<file path="src/rtl/bird_sprite_renderer.sv">
// Composites the bird sprite over the background video, driving the bird ROM
// address and aligning sync/background to the ROM's one-cycle read latency.
module bird_sprite_renderer #(
  parameter int          SPRITE_SIZE = 32,
  parameter logic [11:0] KEY_RGB     = 12'h0F0,
  parameter int          XW          = 10
) (
  input  logic                           clk,
  input  logic                           rst_n,
  input  logic [XW-1:0]                  pix_x,
  input  logic [XW-1:0]                  pix_y,
  input  logic                           video_on,
  input  logic                           hsync_in,
  input  logic                           vsync_in,
  input  logic                           frame_start,
  input  logic [XW-1:0]                  bird_x,
  input  logic [XW-1:0]                  bird_y,
  input  logic [11:0]                    bg_rgb,
  input  logic                           pipe_on,
  output logic [$clog2(SPRITE_SIZE)-1:0] rom_row,
  output logic [$clog2(SPRITE_SIZE)-1:0] rom_col,
  input  logic [11:0]                    rom_pixel,
  output logic [11:0]                    rgb_out,
  output logic                           hsync_out,
  output logic                           vsync_out,
  output logic                           collision
);

  localparam int AW = $clog2(SPRITE_SIZE);

  logic [XW-1:0] bx, by;
  logic [XW:0]   x_ext, y_ext, x_end, y_end;
  logic          in_box;

  logic          in_box1, video_on1, hsync1, vsync1, pipe_on1;
  logic [11:0]   bg_rgb1;
  logic          opaque, hit1, sticky;

  // Bird position only moves between frames so a sprite is never torn.
  always_ff @(posedge clk or negedge rst_n) begin
    if (!rst_n) begin
      // NOTE: sequential state uses non-blocking assignments so every register
      // samples pre-edge values regardless of block ordering.
      bx <= '0;
      by <= '0;
    end else if (frame_start) begin
      bx <= bird_x;
      by <= bird_y;
    end
  end

  // Bounds use one extra bit so a bird near the right/bottom edge cannot wrap.
  always_comb begin
    x_ext  = {1'b0, pix_x};
    y_ext  = {1'b0, pix_y};
    x_end  = {1'b0, bx} + (XW+1)'(SPRITE_SIZE);
    y_end  = {1'b0, by} + (XW+1)'(SPRITE_SIZE);
    in_box = (x_ext >= {1'b0, bx}) && (x_ext < x_end) &&
             (y_ext >= {1'b0, by}) && (y_ext < y_end);
  end

  // Only the low address bits matter, so subtract at ROM width directly.
  assign rom_col = pix_x[AW-1:0] - bx[AW-1:0];
  assign rom_row = pix_y[AW-1:0] - by[AW-1:0];

  always_ff @(posedge clk or negedge rst_n) begin
    if (!rst_n) begin
      // NOTE: sync registers reset high (idle level) so the output syncs stay
      // inactive while the pipeline refills after reset.
      in_box1   <= 1'b0;
      video_on1 <= 1'b0;
      hsync1    <= 1'b1;
      vsync1    <= 1'b1;
      bg_rgb1   <= '0;
      pipe_on1  <= 1'b0;
    end else begin
      in_box1   <= in_box;
      video_on1 <= video_on;
      hsync1    <= hsync_in;
      vsync1    <= vsync_in;
      bg_rgb1   <= bg_rgb;
      pipe_on1  <= pipe_on;
    end
  end

  assign opaque = (rom_pixel != KEY_RGB);
  assign hit1   = video_on1 && in_box1 && pipe_on1 && opaque;

  always_ff @(posedge clk or negedge rst_n) begin
    if (!rst_n) begin
      rgb_out   <= '0;
      hsync_out <= 1'b1;
      vsync_out <= 1'b1;
    end else begin
      if (!video_on1)            rgb_out <= '0;
      else if (in_box1 && opaque) rgb_out <= rom_pixel;
      else                       rgb_out <= bg_rgb1;
      hsync_out <= hsync1;
      vsync_out <= vsync1;
    end
  end

  // The frame_start cycle folds in its own hit so an overlap there is never lost.
  always_ff @(posedge clk or negedge rst_n) begin
    if (!rst_n) begin
      sticky    <= 1'b0;
      collision <= 1'b0;
    end else if (frame_start) begin
      collision <= sticky | hit1;
      sticky    <= hit1;
    end else if (hit1) begin
      sticky    <= 1'b1;
    end
  end

endmodule

</file>
<file path="config.mk">
export PLATFORM = sky130hd
export DESIGN_NAME = bird_sprite_renderer
export DESIGN_NICKNAME = d
export VERILOG_FILES = /design/src/rtl/bird_sprite_renderer.sv
export SDC_FILE = /design/constraint.sdc
export NUM_CORES = 1
export LEC_CHECK = 0
export ABC_AREA = 1
export BUFFER_PORTS_ARGS = -buffer_cell sky130_fd_sc_hd__buf_4
export CAP_MARGIN = 20
export CELL_PAD_IN_SITES_DETAIL_PLACEMENT = 0
export CELL_PAD_IN_SITES_GLOBAL_PLACEMENT = 2
export CORE_ASPECT_RATIO = 0.7
export CORE_MARGIN = 4
export CORE_UTILIZATION = 29
export DETAILED_ROUTE_END_ITERATION = 10
export PLACE_DENSITY_LB_ADDON = 0.2
export REMOVE_ABC_BUFFERS = 1
export SYNTH_ARGS = -nofsm -noshare
export SYNTH_HDL_FRONTEND = slang
export SYNTH_SLANG_ARGS = --single-unit
</file>
<file path="constraint.sdc">
create_clock -name clk -period 2.1 [get_ports clk]
set_input_delay 0.42 -clock clk [delete_from_list [all_inputs] [get_ports clk]]
set_output_delay 0.42 -clock clk [all_outputs]
set_load 0.1 [all_outputs]
</file>
# == Word level (Yosys, flattened, before mapping) ==
# Cells that the tools add are included.
# classes
addsub,4
magnitude_cmp,4
n_eq_ne,1
muxes,4
bitwise,1
n_reduce_logical,8
# ops
operator,count
12-bit two-way mux,2
10-bit by 6-bit adder with 11-bit output (second input constant),2
10-bit by 11-bit < comparator with 1-bit output,2
10-bit >= comparator,2
12-bit by 8-bit inequality test with 1-bit output (second input constant),1
5-bit subtractor,2
1-bit logical AND,7
1-bit two-way mux,2
2-bit nonzero test,1
1-bit bitwise OR,1
# totals
ff_bits,53
input_bits,71
out_inout_bits,25
word_cells,35

# == Depth between registers and ports, before layout ==
# logic_depth
word_depth,5
ltp_mapped,12
mapped_depth_nobuf,12

# == Worst setup path before layout ==
# Ideal clock, no wire load.
# synth_path
kind,input-to-output
from,input pix_y[0]
to,output rom_row[4]
arrival_time_ns,2.816
required_time_ns,1.680
slack_ns,-1.136
path_stages,8
n_path_buf,0
cell_sequence,inv_1 -> ha_1 -> fa_1 -> inv_1 -> nand2_1 -> nand2_1 -> nand2_1 -> xnor2_1
# synth_between
elab_chain_cells,1
# synth_rtl
element,line_no,text
"start, declared",11,"input logic [XW-1:0] pix_y,"
5-bit subtractor,64,assign rom_row = pix_y[AW-1:0] - by[AW-1:0];
"end, declared",20,"output logic [$clog2(SPRITE_SIZE)-1:0] rom_row,"
# No other way between the ends.

# == Worst setup path after layout ==
# layout_path
from,register by[0]
to,output rom_row[4]
# layout_between
elab_chain_cells,1
# layout_rtl
element,line_no,text
"start, declared",31,"logic [XW-1:0] bx, by;"
"start signal, assigned",48,by <= bird_y;
5-bit subtractor,64,
# No other way between the ends.

==> results.json <==
{
  "run_status": "complete, but fails checks",
  "failed_checks": "negative setup slack",
  "reg2reg_from": "bx[6]$_DFFE_PN0P_",
  "grt_pass1_wl_um": 12000,
  "crit_arrival_ns": 1.89,
  "ys.warnings.count": 0,
  "synth_common_cells": "nand2_1, dfrtp_1, inv_1",
  "synth_top_area_share": 0.420,
  "dp_hpwl_um": 5780,
  "start_kind": "flip-flop",
  "async_flop_share": 1.00,
  "synth_edf_count": 0,
  "netlist_area_um2": 2920,
  "htreeDepth": 2,
  "wirelength_um": 7650,
  "cp-end-kind": "output port",
  "gp_congestion": 0.790,
  "drv_slew": 0,
  "syn_avg_cell_area_um2": 8.59,
  "die_x_um": 128,
  "grt_overflow": 0,
  "final_area_um2": 4270,
  "synthCells": 340,
  "swShare": 0.385,
  "rows": 30,
  "ys_seq_elements": 53,
  "layout-drive-gt1-share": 0.343,
  "multi_input_area_um2": 1550,
  "post-route-util": 0.438,
  "cts.clk_slew.worst_paths_ns": 0.07,
  "yosys-top-cells-area": "dfrtp_1, ha_1, nand2_1, inv_1, nand3_1",
  "tightest_slew_ns": 0.700,
  "yosysUniqueCellTypes": 28,
  "root_buffer": "clkbuf_16",
  "ff_latch_area_um2": 1330,
  "setup_viol": 4,
  "synth_top_family_by_area": "simple AND/OR/NAND/NOR gates",
  "area_growth_pct": 46.3,
  "initial_core_util": 0.299,
  "post-route-min-period_ns": 2.31,
  "cts_made_buffers": 5,
  "worstPathRequired_ns": 1.68,
  "switching_power_mw": 1.37,
  "die_height_um": 91.9,
  "pin_count": 96,
  "slew_headroom": 0.533,
  "clkLatencyLatePin_ns": 0.29,
  "vias": 2475,
  "hold_violations": 0,
  "antenna_found_initial": 0,
  "clockBufferDepth": 2,
  "drv_cap": 0,
  "cellPowerDensity_nw_per_um2": 835,
  "drt_iter0_markers": 89,
  "cts_tree": "built",
  "wl_per_cell_um": 13.3,
  "track_usage": 0.128,
  "first_pass_iters": 4,
  "drc": 0,
  "vias_per_cell": 4.29,
  "fillers": 969,
  "clock.fmax_ghz": 0.432,
  "yosysSeqAreaShare": 0.456,
  "rsz0062_at_grt": "true",
  "synth_mux_area_frac": 0,
  "hp-class": "primary input to async pin",
  "ir_worst_vdd_uv": 733,
  "synth_simple_gate_area_frac": 0.215,
  "synth_compound_area_frac": 0.0802,
  "p_int_mw": 2.19,
  "grt_pass1_vias": 2467,
  "fin_crit_sh": 1.10,
  "power_frac_comb": 0.412,
  "die-area_um2": 11800,
  "synth_top_cell_by_area": "dfrtp_1",
  "fin_ws_ns": -0.215,
  "numPortBuffers": 95,
  "coreArea_um2": 9760,
  "diodes": 0,
  "clkPwrFrac": 0.267,
  "nNetsFinal": 553,
  "clock-sinks": 53,
  "cp_max_fo": 2,
  "antenna_left": 0,
  "yosysMostFrequentCell": "nand2_1",
  "critPathKind": "flip-flop to output port",
  "leakagePower_nw": 2.19,
  "dpl_cell_area_um2": 3810,
  "grt_start_max_net_pins": 54,
  "startpoint": "by[0]$_DFFE_PN0P_",
  "fin_skew_ns": 0.00611,
  "synthAdderAreaFrac": 0.151,
  "power_frac_seq": 0.321,
  "synthFlopType": "dfrtp_1",
  "synth_xor_area_frac": 0.0330
}
worst paths after layout:
| check | end | slack, ns | cells past startpoint |
|---|---|---|---|
| min reg2reg | vsync_out$_DFF_PN1_ | 0.36 | 0 |
| min in group clk | bg_rgb1[10]$_DFF_PN0_ | 0.23 | 1 |
| max reg2reg | in_box1$_DFF_PN0_ | 0.21 | 12 |
| max | rom_row[4] | -0.21 | 8 |
| max in group asynchronous | video_on1$_DFF_PN0_ | 1.46 | 1 |
| min | rgb_out[10]$_DFF_PN0_ | 0.17 | 1 |
placed cells by master (no fill, tap or decap), types with 7 or more instances in the layout:
master,n
inv_1,36
dfrtp_1,49
buf_4,100
buf_12,7
nor2_1,23
nand2_1,86
nand3_1,20
a21oi_1,20
ha_1,27
o21ai_0,20
nand2_2,7
state kept, by name (all words and copies together) (netlist names):
register and count:
bg_rgb1 12, bx 10, by 10, collision 1
hsync1 1, hsync_out 1, in_box1 1, pipe_on1 1
rgb_out 12, sticky 1, video_on1 1, vsync1 1
vsync_out 1
cell type report:
class | count | share of cell area
Inverter | 40 | 0.0351
Sequential cell | 53 | 0.312
Timing Repair Buffer | 109 | 0.214
Multi-Input combinational cell | 239 | 0.363
Clock buffer | 6 | 0.0302
Tap cell | 128 | 0.0375
Clock inverter | 2 | 0.00908
metal layers:
| layer | share of wire | vias up | GRT usage |
|---|---|---|---|
| met5 | 0 | - | 0 |
| met4 | 0.0057 | 0 | 0.0221 |
| met3 | 0.062 | 5 | 0.0402 |
| met2 | 0.44 | 54 | 0.185 |
| met1 | 0.49 | 1122 | 0.189 |
| li1 | - | 1294 | - |
kinds of logic after synthesis:
family	count (synthesis)
fa+ha+maj	34
simple gates	149
buf+inv	48
xor+xnor	11
compound gates	45
flops	53
power groups by stage:
stage	registers, mW	logic (mW)	clock network [mW]
floorplan	1.34	0.706	0
global placement	1.16	1.26	0
detailed placement	1.17	1.25	0
CTS	1.15	1.34	0.982
global route	1.16	1.58	1.03
finish	1.15	1.47	0.952
per-stage QoR:
step                hold WS, ns  total power [mW]  cells  TNS (ns)  worst slack (ns)
floorplan                 0.124              2.04    332     -5.36             -1.14
global placement          0.346              2.42    562    -0.279            -0.115
detailed placement        0.349              2.42    562    -0.426            -0.198
CTS                       0.206              3.47    573    -0.570            -0.226
global route              0.215              3.76    577     -1.08            -0.297
finish                    0.166              3.56    577    -0.715            -0.215
worst max-delay path, stage by stage (launching register included):
cell     delay [ns]
dfrtp_1        0.41
ha_2           0.21
fa_2           0.35
inv_1          0.08
nand2_2        0.05
nand2_2        0.07
nand2_2        0.06
xnor2_2        0.13
buf_6          0.24
repair_timing:
action	4_1_cts	5_1_grt
endpoints found under the hold margin	0	0
hold buffers	0	0
pin swaps	4	7
buffers inserted	3	4
resized for setup	20	32
setup endpoints to repair	7	8
No activity file was read; power rests on OpenSTA's default activity.
